**src/rtl/mem_bus_arbiter.sv**
```systemverilog
// mem_bus_arbiter: grants one of NUM_CH requesters ownership of a shared
// memory bus. Ownership lasts while the owner holds its request and is
// followed by TURN_CYC dead cycles. The owner's address is steered to
// either the external SRAM (below MAP_BASE) or the mapped-register space.
//
// Ports
//   i_clk, i_reset     clock (rising edge), asynchronous active-high reset
//   i_req[NUM_CH]      per-channel request, held for the whole access
//   i_addr             packed addresses, channel k at [k*ADDR_W +: ADDR_W]
//   i_wr[NUM_CH]       per-channel write strobe
//   i_force_en/_ch     restrict eligibility to a single channel
//   i_disableDrive     suppress external bus drive for this cycle
//   o_grant            registered one-hot grant (or zero)
//   o_memAddr/o_memWr  owner's address and write strobe (0 outside OWN)
//   o_memExtEn         external SRAM enable
//   o_memMapEn         mapped-register enable
//   o_driveEn          external bus tristate enable
//   o_preempt          one-cycle pulse when forcing removes the owner
module mem_bus_arbiter #(
  parameter int unsigned       NUM_CH   = 3,
  parameter int unsigned       ADDR_W   = 16,
  parameter logic [ADDR_W-1:0] MAP_BASE = ADDR_W'(16'hC000),
  parameter int unsigned       TURN_CYC = 1,
  parameter int unsigned       RR_MODE  = 0
) (
  input  logic                       i_clk,
  input  logic                       i_reset,
  input  logic [NUM_CH-1:0]          i_req,
  input  logic [NUM_CH*ADDR_W-1:0]   i_addr,
  input  logic [NUM_CH-1:0]          i_wr,
  input  logic                       i_force_en,
  input  logic [$clog2(NUM_CH)-1:0]  i_force_ch,
  input  logic                       i_disableDrive,
  output logic [NUM_CH-1:0]          o_grant,
  output logic [ADDR_W-1:0]          o_memAddr,
  output logic                       o_memWr,
  output logic                       o_memExtEn,
  output logic                       o_memMapEn,
  output logic                       o_driveEn,
  output logic                       o_preempt
);

  localparam int unsigned IDX_W     = $clog2(NUM_CH);
  localparam int unsigned CNT_W     = 3;
  localparam int unsigned TURN_LOAD = (TURN_CYC > 0) ? TURN_CYC - 1 : 0;

  typedef enum logic [1:0] {
    IDLE = 2'd0,
    OWN  = 2'd1,
    TURN = 2'd2
  } state_t;

  state_t             state;
  logic [IDX_W-1:0]   owner;
  logic [IDX_W-1:0]   rrPtr;
  logic [CNT_W-1:0]   turnCnt;

  logic [NUM_CH-1:0]  eligible;
  logic               anyEligible;
  logic [IDX_W-1:0]   winner;
  logic               ownerReq;
  logic               ownerWr;
  logic [ADDR_W-1:0]  ownerAddr;
  logic               owning;
  logic               preemptHit;

  // Eligibility: an out-of-range forced index matches no channel.
  always_comb begin
    eligible = '0;
    for (int unsigned k = 0; k < NUM_CH; k++) begin
      eligible[k] = i_req[k] & (~i_force_en | (i_force_ch == IDX_W'(k)));
    end
  end

  assign anyEligible = |eligible;

  // Winner search: fixed mode scans from 0, round-robin scans from the
  // channel after the last grant, wrapping.
  always_comb begin
    int unsigned cand;
    logic        found;
    winner = '0;
    found  = 1'b0;
    cand   = 0;
    for (int unsigned i = 0; i < NUM_CH; i++) begin
      cand = (RR_MODE != 0) ? (32'(rrPtr) + i + 1) % NUM_CH : i;
      if (!found && eligible[cand]) begin
        winner = IDX_W'(cand);
        found  = 1'b1;
      end
    end
  end

  // Owner-indexed view of the request, strobe and address buses.
  always_comb begin
    ownerReq  = 1'b0;
    ownerWr   = 1'b0;
    ownerAddr = '0;
    for (int unsigned k = 0; k < NUM_CH; k++) begin
      if (owner == IDX_W'(k)) begin
        ownerReq  = i_req[k];
        ownerWr   = i_wr[k];
        ownerAddr = i_addr[k*ADDR_W +: ADDR_W];
      end
    end
  end

  assign owning     = (state == OWN);
  assign preemptHit = i_force_en & (owner != i_force_ch);

  // Arbitration FSM with registered grant and preempt pulse.
  always_ff @(posedge i_clk or posedge i_reset) begin
    if (i_reset) begin
      state     <= IDLE;
      o_grant   <= '0;
      owner     <= '0;
      rrPtr     <= IDX_W'(NUM_CH - 1);
      turnCnt   <= '0;
      o_preempt <= 1'b0;
    end else begin
      o_preempt <= 1'b0;
      case (state)
        IDLE: begin
          if (anyEligible) begin
            owner   <= winner;
            rrPtr   <= winner;
            o_grant <= NUM_CH'(1) << winner;
            state   <= OWN;
          end
        end
        OWN: begin
          // Release and preempt share one exit; preempt only sets the pulse.
          if (!ownerReq || preemptHit) begin
            o_grant   <= '0;
            o_preempt <= preemptHit;
            if (TURN_CYC == 0) begin
              state <= IDLE;
            end else begin
              state   <= TURN;
              turnCnt <= CNT_W'(TURN_LOAD);
            end
          end
        end
        TURN: begin
          if (turnCnt == '0) begin
            state <= IDLE;
          end else begin
            turnCnt <= turnCnt - CNT_W'(1);
          end
        end
        default: begin
          state   <= IDLE;
          o_grant <= '0;
        end
      endcase
    end
  end

  // Bus steering follows the owner combinationally; the enables also need
  // the owner to still be requesting.
  assign o_memAddr  = owning ? ownerAddr : '0;
  assign o_memWr    = owning & ownerWr;
  assign o_memExtEn = owning & ownerReq & (ownerAddr <  MAP_BASE) & ~i_disableDrive;
  assign o_memMapEn = owning & ownerReq & (ownerAddr >= MAP_BASE);
  assign o_driveEn  = owning & ~i_disableDrive;

endmodule

```
**config.mk**
```make
export PLATFORM = sky130hd
export DESIGN_NAME = mem_bus_arbiter
export DESIGN_NICKNAME = d
export VERILOG_FILES = /design/src/rtl/mem_bus_arbiter.sv
export SDC_FILE = /design/constraint.sdc
export NUM_CORES = 1
export LEC_CHECK = 0
export ABC_AREA = 1
export BUFFER_PORTS_ARGS = -buffer_cell sky130_fd_sc_hd__buf_2
export CAP_MARGIN = 20
export CORE_MARGIN = 2
export CORE_UTILIZATION = 26
export DETAILED_ROUTE_END_ITERATION = 7
export SYNTH_ARGS = -nofsm -noshare
export SYNTH_HDL_FRONTEND = slang
export SYNTH_SLANG_ARGS = --single-unit
export TNS_END_PERCENT = 50
```
**constraint.sdc**
```tcl
create_clock -name i_clk -period 3.4 [get_ports i_clk]
set_input_delay 0 -clock i_clk [delete_from_list [all_inputs] [get_ports i_clk]]
set_output_delay 0 -clock i_clk [all_outputs]
set_load 0.02 [all_outputs]
```
# Word level (Yosys, flattened, before mapping)
# Index checks and enable logic that the tools add are counted.
classes:
  n_addsub: 1
  magnitude_cmp: 2
  n_eq_ne: 11
  shifts: 1
  n_mux: 25
  n_bitwise: 16
  n_reduce_logical: 16
op_table:
  columns: ["cell", "count"]
  rows:
  - ["16-bit two-way mux", 4]
  - ["16-bit greater-or-equal comparator (second input constant)", 1]
  - ["16-bit < comparator (second input constant)", 1]
  - ["1-bit two-way mux", 11]
  - ["1-bit AND", 10]
  - ["3-bit two-way mux", 3]
  - ["3-bit one-hot mux with 3 select lines", 1]
  - ["3-bit AND reduction", 3]
  - ["2-bit two-way mux", 4]
  - ["2-bit by 1-bit == test with 1-bit output (second input constant)", 3]
  - ["2-bit == test (second input constant)", 3]
  - ["2-bit logical NOT", 3]
  - ["2-bit != test (second input constant)", 3]
  - ["2-bit one-hot mux with 3 select lines", 1]
  - ["3-bit one-hot mux with 2 select lines", 1]
  - ["1-bit logical NOT", 3]
  - ["3-bit logical NOT", 1]
  - ["1-bit inverter", 3]
  - ["1-bit OR", 3]
  - ["3-bit OR reduction", 1]
  - ["1-bit by 2-bit left shift with 3-bit output (first input constant)", 1]
  - ["3-bit by 1-bit subtractor with 3-bit output (second input constant)", 1]
  - ["1-bit logical AND", 2]
  - ["2-bit by 1-bit != test with 1-bit output (second input constant)", 1]
  - ["other kinds (4)", 4]
word_totals:
  register_bits: 11
  input_bits: 60
  output_inout_bits: 24

# Depth between registers and ports, before layout
# Gate-level depths: netlist of the first run.
depth:
  depth_word: 13
  mapped_depth: 11
  depth_no_buf: 10

# Worst setup path before layout of the first run
# No wires, ideal clock.
synth_timing:
  path_type: "reg2out"
  startpoint: "register owner[1]"
  endpoint: "output o_memAddr[13]"
  arrival_ps: 1422
  setup_slack_ps: 1978
  path_stages_with_launch: 6
  path_buffers: 2
  path_cell_list: "dfrtp_1 > buf_4 > nand2_1 > buf_2 > o21ai_0 > nor3_1"
synth_between:
  elab_chain_len: 5
  word_cells_on_any_way: 7
synth_rtl:
  columns: ["item", "line", "rtl"]
  rows:
  - ["from (decl)", "54", "logic [IDX_W-1:0] owner;"]
  - ["from (signal assigned)", "125", "owner <= winner;"]
  - ["2-bit logical NOT", "100", "if (owner == IDX_W'(k)) begin"]
  - ["16-bit two-way mux (2 in a row)", "100", null]
  - ["16-bit two-way mux *", "100", null]
  - ["16-bit two-way mux *", "161", "assign o_memAddr = owning ? ownerAddr : '0;"]
  - ["to (decl)", "35", "output logic [ADDR_W-1:0] o_memAddr,"]
# Every way passes the cells marked *; elsewhere a longest branch is shown, timed or not.

# Final worst setup path of the first run
layout_timing:
  startpoint: "register owner[0]"
  endpoint: "output o_memExtEn"
layout_between:
  elab_chain_len: 7
  word_cells_on_any_way: 13
layout_rtl:
  columns: ["item", "line", "rtl"]
  rows:
  - ["2-bit logical NOT", "100", null]
  - ["16-bit two-way mux or 1-bit two-way mux (tied branches) (3 in a row)", "100", null]
  - ["16-bit < comparator or 1-bit AND (tied branches)", "163", "assign o_memExtEn = owning & ownerReq & (ownerAddr < MAP_BASE) & ~i_disableDrive;"]
  - ["1-bit AND * (2 in a row)", "163", null]
  - ["to (decl)", "37", "output logic o_memExtEn,"]
# Marked as above.

==> metrics.md, run 1 <==
| Metric | Value |
|---|---|
| Hold Path Sink | `o_grant[1]` |
| CTS buffer count | `3` |
| Kind of critical path | `reg2out` |
| Dominant combinational cell family by area after synthesis | `simple AND/OR/NAND/NOR gates` |
| Worst vdd ir | `0.000290 V` |
| Antenna violations before repair | `0` |
| DRT iter0 DRCs | `48` |
| Fin util | `just under 40%` |
| CP Buf/Inv Count | `3` |
| Hold Path Origin | `i_req[1]` |
| Synth Instances | `between 150 and 200` |
| Status | `finished clean` |
| Final setup vio count | `0` |
| Worst endpoint required time | `around 3400 ps` |
| Vias per cell | `roughly 4.5` |
| Mux cell area share after synthesis | `0%` |
| Boundary Pins | `84` |
| Clock sink count | `11` |
| Setup TNS | `0 ps` |
| XOR/XNOR Fraction of Synth Area | `less than 1%` |
| Vias in the first global route | `between 1,000 and 1,500` |
| Crit-path most repeated cell | `nand2_1` |
| Average routed wire per standard cell | `between 10 and 15 um` |
| Diodes inserted | `0` |
| Sequential power share | `between 10% and 20%` |
| Total GRT Usage | `between 10 and 15%` |
| Int Pwr | `around 0.00054 W` |
| Post-route DRC | `0` |
| FF+latch count, synth | `11` |
| Worst R2R End | `o_grant[0]` |
| Leakage power total | `1.01 nW` |
| Hold Path Stages | `3` |
| Post-DRT Antenna Nets | `0` |
| CTS tree | `built` |
| First-pass GRT wire length | `between 5000 and 6000 um` |
| Register area share after synthesis | `roughly 24%` |
| Die Ht | `between 60 and 70 um` |
| Max Fclk | `~460 MHz` |
| PD cells | `769 mW/mm2` |
| Longest Clk Path Bufs | `2` |
| Pre-antenna DRT Iters | `4` |
| Crit end category | `primary output` |
| Layout Skew | `0.610 ps` |
| Post-CTS sizing | `0` |
| Clk Latency, worst-skew pair | `240 ps` |
| Final Net Count | `around 340` |
| Max-cap violations | `0` |
| Crit path DAT | `roughly 2200 ps` |
| Net Count, Synth | `about 260` |
| # H-tree levels | `1` |
| Sw Share | `56.3%` |
| Synth Area in Simple Gates | `37.1%` |
| Via count | `between 1,000 and 1,500` |
| Ys Warns | `0` |
| Grt total ovfl | `0` |
| Area delta synth->final | `42.4%` |
| Min-Delay Path Class | `in2reg` |
| Largest net degree at the start of global routing | `21` |
| Worst-path clk slew | `50 ps` |
| I/O Buffers | `83` |
| Fraction of layout cells with a size suffix above 1 | `between 30% and 40%` |
| Die X | `~70 um` |
| Sw Pwr | `between 0.0006 and 0.0007 W` |
| Crit path max-delay cell type | `dfrtp_1` |
| Adder-cell area share of the yosys netlist | `under 10%` |
| Combinational share of power | `~70%` |
| CP top delay family | `simple AND/OR/NAND/NOR gates` |
| Root buffer cell | `clkbuf_8` |
| GP Congestion | `0.807` |
| Drt total wl | `3380 um` |
| Reg2Reg Depth | `9` |
| Least-Margin Pin Slew | `a little under 700 ps` |
| Syn avg cell area | `between 5 and 6 um2` |
| Clock power frac | `a little over a tenth` |
| CP Max Fanout | `18` |
| Row cnt | `23` |
| Cell area after synthesis | `between 0.001 and 0.0015 mm2` |
| Crit path largest cell delay | `between 600 and 700 ps` |
| Final Hold Viols | `0` |
| Netlist cell types | `24` |
| CP startpoint kind | `register` |
| Relative slew slack | `a little over half` |
| Filler cells | `between 400 and 500` |
| Cell-by-cell trace of the critical path | `inv_2 > nand2_1 > inv_2 > nand2_1 > nand3_1 > nand2_1 > nand2_1 > nor2_1 > buf_2` |
| Final Cycle Share | `between 60% and 70%` |
| Core area | `approximately 0.004 mm2` |
| RSZ-0062 raised after global routing | `no` |
| Final min period | `about 2200 ps` |
| Max Slew Vio Count | `0` |
| Critical R2R Launch | `owner[0]` |
| DP HPWL | `about 2800 um` |
| Top post-synthesis cells by area | `dfrtp_1 (24%), nand2_1 (16%), o21ai_0 (11%)` |
| Worst R2R Setup Slack | `between 1500 and 2000 ps` |
| Compound-gate portion of the synthesized area | `about a fifth` |
| Area leader, netlist | `dfrtp_1` |
| Die area | `between 0.004 and 0.005 mm2` |
| Yosys top cell area share | `between 20% and 30%` |
| Starting Density | `between 20 and 30%` |
## state kept, by name, summed over array words and instances, names as in the netlist
signal	flops
o_grant	3
o_preempt	1
owner	2
state	2
turnCnt	3
## metal layers
layer / track usage, % / part of all wire, % / vias up
met5: 0 / 0 / -
met1: 18.4 / 47 / 636
met4: 1.50 / 0 / 0
li1: - / - / 781
met3: 2.74 / 4.4 / 0
met2: 23.8 / 49 / 33
## cells by family (layout without fill, tap and decap cells)
kind of cell	Yosys count	count (layout)
XOR/XNOR	1	1
AO/OA/AOI/OAI	46	46
flip-flops	11	11
buffers and inverters	38	117
adder cells (fa/ha/maj)	2	2
AND/OR/NAND/NOR	96	96
## synth_stat cells, drive strengths merged
master / instances
dfrtp: 11
buf: 8
or2: 1
nand4: 2
nor3: 6
nand3: 19
nor2: 17
nand2: 51
xor2: 1
a21oi: 16
clkbuf: 1
inv: 29
o21ai: 30
ha: 2
## worst reg2reg max path: stages, from the launching register on
cell and delay (ps):
dfrtp_1 660, inv_2 250, nand3_1 130, nand2_1 80
nor2_2 240, nand2_4 90, nand2_1 70, nor2_1 40
nand2_1 60, nand2_1 50
## power by group through the flow
stage / clock, W / combinational (W) / sequential (W)
after floorplan: 0 / 0.000686 / 0.000224
after global placement: 0 / 0.000861 / 0.000245
after detailed placement: 0 / 0.000864 / 0.000249
after CTS: 0.000133 / 0.000869 / 0.000246
after global routing: 0.000142 / 0.000980 / 0.000256
final: 0.000130 / 0.000862 / 0.000245
## final cells by class
class	instances	area [um2]	area share, %
Inverter	29	109	6.77
Timing Repair Buffer	84	425	26.4
Sequential cell	11	275	17.1
Clock buffer	3	41.3	2.57
Clock inverter	1	5.00	0.311
Multi-Input combinational cell	145	691	42.9
Tap cell	50	62.6	3.89
## per-stage QoR
step | hold WS, ps | instances | area, um2 | setup slack (ps) | total power [W]
2_1_floorplan | -148 | 194 | 1130 | 1980 | 0.000911
3_3_place_gp | 11.0 | 318 | 1550 | 1540 | 0.00111
3_5_place_dp | 8.84 | 318 | 1550 | 1450 | 0.00111
4_1_cts | 123 | 323 | 1610 | 1190 | 0.00125
5_1_grt | 135 | 323 | 1610 | 920 | 0.00138
6_report | 115 | 323 | 1610 | 1240 | 0.00124
## timing repair
| item | 4_1_cts | 5_1_grt |
|---|---|---|
| setup buffers | 0 | 0 |
| hold endpoints to repair | 11 | 0 |
| hold buffers | 1 | 0 |
## worst max-delay path by stage
stage             start            end  slack, ps  cells past startpoint
4_1_cts        owner[0]     o_memExtEn       1190                      9
2_1_floorplan  owner[1]  o_memAddr[13]       1980                      5
3_5_place_dp   owner[0]     o_memExtEn       1450                      9
3_3_place_gp   owner[0]     o_memExtEn       1540                      9
5_1_grt        owner[0]     o_memExtEn        920                      9
6_report       owner[0]     o_memExtEn       1240                      9
## cell usage in the layout, fill, tap and decap left out
cell,netlist,layout
nand4_1,2,2
a21oi_2,1,1
nand2_2,1,1
a21oi_1,15,15
o21ai_0,24,24
clkinv_2,0,1
nand2_1,49,49
o21ai_2,1,1
buf_2,5,83
clkbuf_8,0,3
ha_1,2,2
nand3_2,1,1
dfrtp_1,11,11
nor3_1,6,6
inv_2,4,4
nor2_2,2,2
nand3_1,18,18
xor2_1,1,1
inv_1,25,25
nand2_4,1,1
o21ai_1,5,5
nor2_1,15,15
or2_2,1,1
dlygate4sd3_1,0,1
Power figures use the tool's default switching activity.
==> run 2: changes to the inputs <==
clock period = 2.2 ns   (was 3.4 ns; I/O delays follow)
==> run 2 against run 1 <==
Effect of this change:
- cell area grew 1.3%
- total power grew 58%
- global-route usage grew 0.45 points
- setup slack lost 910 ps
- via count shrank 0.83%
- sequential share of layout area shrank 0.22 points
- cell count grew 0.93%
- critical path depth shrank 3
- non-clock buffer count grew 3
- combinational power grew 64%
==> metrics.md, run 2 (same netlist as run 1, synthesis figures left out) <==
| Metric | Value |
|---|---|
| Status | `finished clean (unchanged)` |
| Core area | `0.00409 mm2 (unchanged)` |
| Diodes inserted | `0 (unchanged)` |
| Final Hold Viols | `0 (unchanged)` |
| DRT iter0 DRCs | `48 (unchanged)` |
| CP Max Fanout | `11 (was 18)` |
| Area delta synth->final | `44.3% (was 42.4%)` |
| Largest regs | `o_grant x3, turnCnt x3 (unchanged)` |
| Clock sink count | `11 (unchanged)` |
| Longest Clk Path Bufs | `2 (unchanged)` |
| Die area | `0.00489 mm2 (unchanged)` |
| Vias in the first global route | `1,366 (was 1,357)` |
| Fin util | `39.9% (was 39.4%)` |
| CP startpoint kind | `register (unchanged)` |
| Least-Margin Pin Slew | `497 ps (was 680 ps)` |
| Clk Latency, worst-skew pair | `230 ps (was 240 ps)` |
| Drt total wl | `3480 um (was 3380 um)` |
| Post-route DRC | `0 (unchanged)` |
| Die X | `69.9 um (unchanged)` |
| I/O Buffers | `83 (unchanged)` |
| Root buffer cell | `clkbuf_8 (unchanged)` |
| Leakage power total | `1.02 nW (was 1.01 nW)` |
| Total GRT Usage | `14.3% (was 13.8%)` |
| Max Fclk | `536 MHz` |
| Worst R2R Setup Slack | `530 ps (was 1620 ps)` |
| Row cnt | `23 (unchanged)` |
| Worst vdd ir | `0.000428 V (was 0.000290 V)` |
| Filler cells | `461 (was 476)` |
| Relative slew slack | `66.7% (was 54.5%)` |
| Final Net Count | `339 (was 336)` |
| Vias per cell | `4.41 (was 4.49)` |
| Max Slew Vio Count | `0 (unchanged)` |
| Final setup vio count | `0 (unchanged)` |
| Most frequent cells in the layout | `buf_2 (83), nand2_1 (49), inv_1 (25) (unchanged)` |
| Largest net degree at the start of global routing | `21 (unchanged)` |
| Pre-antenna DRT Iters | `4 (unchanged)` |
| Post-CTS Repair Setup Buffers | `0 (unchanged)` |
| Die Ht | `69.9 um (unchanged)` |
| CTS buffer count | `3 (unchanged)` |
| Max-cap violations | `0 (unchanged)` |
| Crit end category | `primary output (unchanged)` |
| First-pass GRT wire length | `5960 um (was 5800 um)` |
| Average routed wire per standard cell | `10.7 um (was 10.5 um)` |
| Grt total ovfl | `0 (unchanged)` |
| CTS tree | `built (unchanged)` |
| Post-CTS sizing | `0 (unchanged)` |
| PD cells | `1200 mW/mm2 (was 769 mW/mm2)` |
| Min-Delay Path Class | `in2reg (unchanged)` |
| Kind of critical path | `reg2out (unchanged)` |
| Crit path DAT | `1870 ps (was 2160 ps)` |
| Final Cycle Share | `approximately 85%` |
| Boundary Pins | `84 (unchanged)` |
| Starting Density | `27.6% (unchanged)` |
| Post-DRT Antenna Nets | `0 (unchanged)` |
| DP HPWL | `2910 um (was 2830 um)` |
| # H-tree levels | `1 (unchanged)` |
| Fraction of layout cells with a size suffix above 1 | `36.6% (was 36.3%)` |
| RSZ-0062 raised after global routing | `no (unchanged)` |
| Layout Skew | `2.34 ps (was 0.610 ps)` |
| Worst endpoint required time | `2200 ps (was 3400 ps)` |
| GP Congestion | `0.767 (was 0.807)` |
| Final min period | `roughly 1900 ps` |
| Setup TNS | `0 ps (unchanged)` |
| Worst-path clk slew | `50 ps (about the same)` |
| Most common cell after layout, fill and taps aside | `buf_2 (unchanged)` |
| Via count | `1,438 (was 1,450)` |
| Antenna violations before repair | `0 (unchanged)` |
==> run 2: changes by cell type in the layout (fill, tap and decap cells not counted), sizes merged <==
cell,change
clkbuf,+1
buf,+3
clkinv,-1
==> run 2: through the flow <==
stage               setup slack (ps)  hold slack [ps]  cell area (um2)  power, W  cells
floorplan                        778             -148             1130   0.00141    194
global placement                 577             17.4             1580   0.00176    321
detailed placement               533             18.1             1580   0.00177    321
CTS                              285              109             1630   0.00197    326
global route                    62.7              133             1630   0.00219    326
finish                           333              102             1630   0.00195    326
==> run 2: per-layer routing <==
metal / track usage [%] / part of all wire (%)
met4: 2.56 / 0.40
met5: 0 / 0
met1: 18.3 / 45
met2: 25.9 / 50
met3: 1.44 / 4.3
==> run 2: worst max-delay path: stages (launching register included) <==
cell	delay, ps
dfrtp_1	390
nor2_1	410
inv_1	320
a21oi_1	200
o21ai_0	100
inv_1	60
buf_2	150
==> run 2: worst paths after layout <==
kind | startpoint | endpoint | cells past startpoint
setup / recovery | state[1] | o_memAddr[5] | 6
hold / removal | i_force_en | o_preempt | 3
setup reg to reg | owner[1] | turnCnt[1] | 9
hold reg to reg | o_grant[1] | o_grant[1] | 2
max in group asynchronous | i_reset | state[0] | 3
min in group asynchronous | i_reset | owner[1] | 3
==> run 2: what timing repair did <==
item / CTS / global route
hold buffers: 1 / 0
endpoints found under the hold margin: 11 / 0
endpoints found under the setup margin: 0 / 0
==> run 2: area by class of cell <==
cell class                 instances  area, um2  area share, %
inverter                          29        109           6.68
timing repair buffer              87        448           27.5
tap                               50       62.6           3.84
clock buffer                       4       45.0           2.76
multi-input combinational        145        691           42.4
sequential                        11        275           16.9
==> run 2: power breakdown <==
| group | internal [W] | total [W] | switching (W) |
|---|---|---|---|
| Combinational | 0.000469 | 0.00141 | 0.000942 |
| Clock | 0.000127 | 0.000199 | 0.0000719 |
| Sequential | 0.000276 | 0.000341 | 0.0000650 |
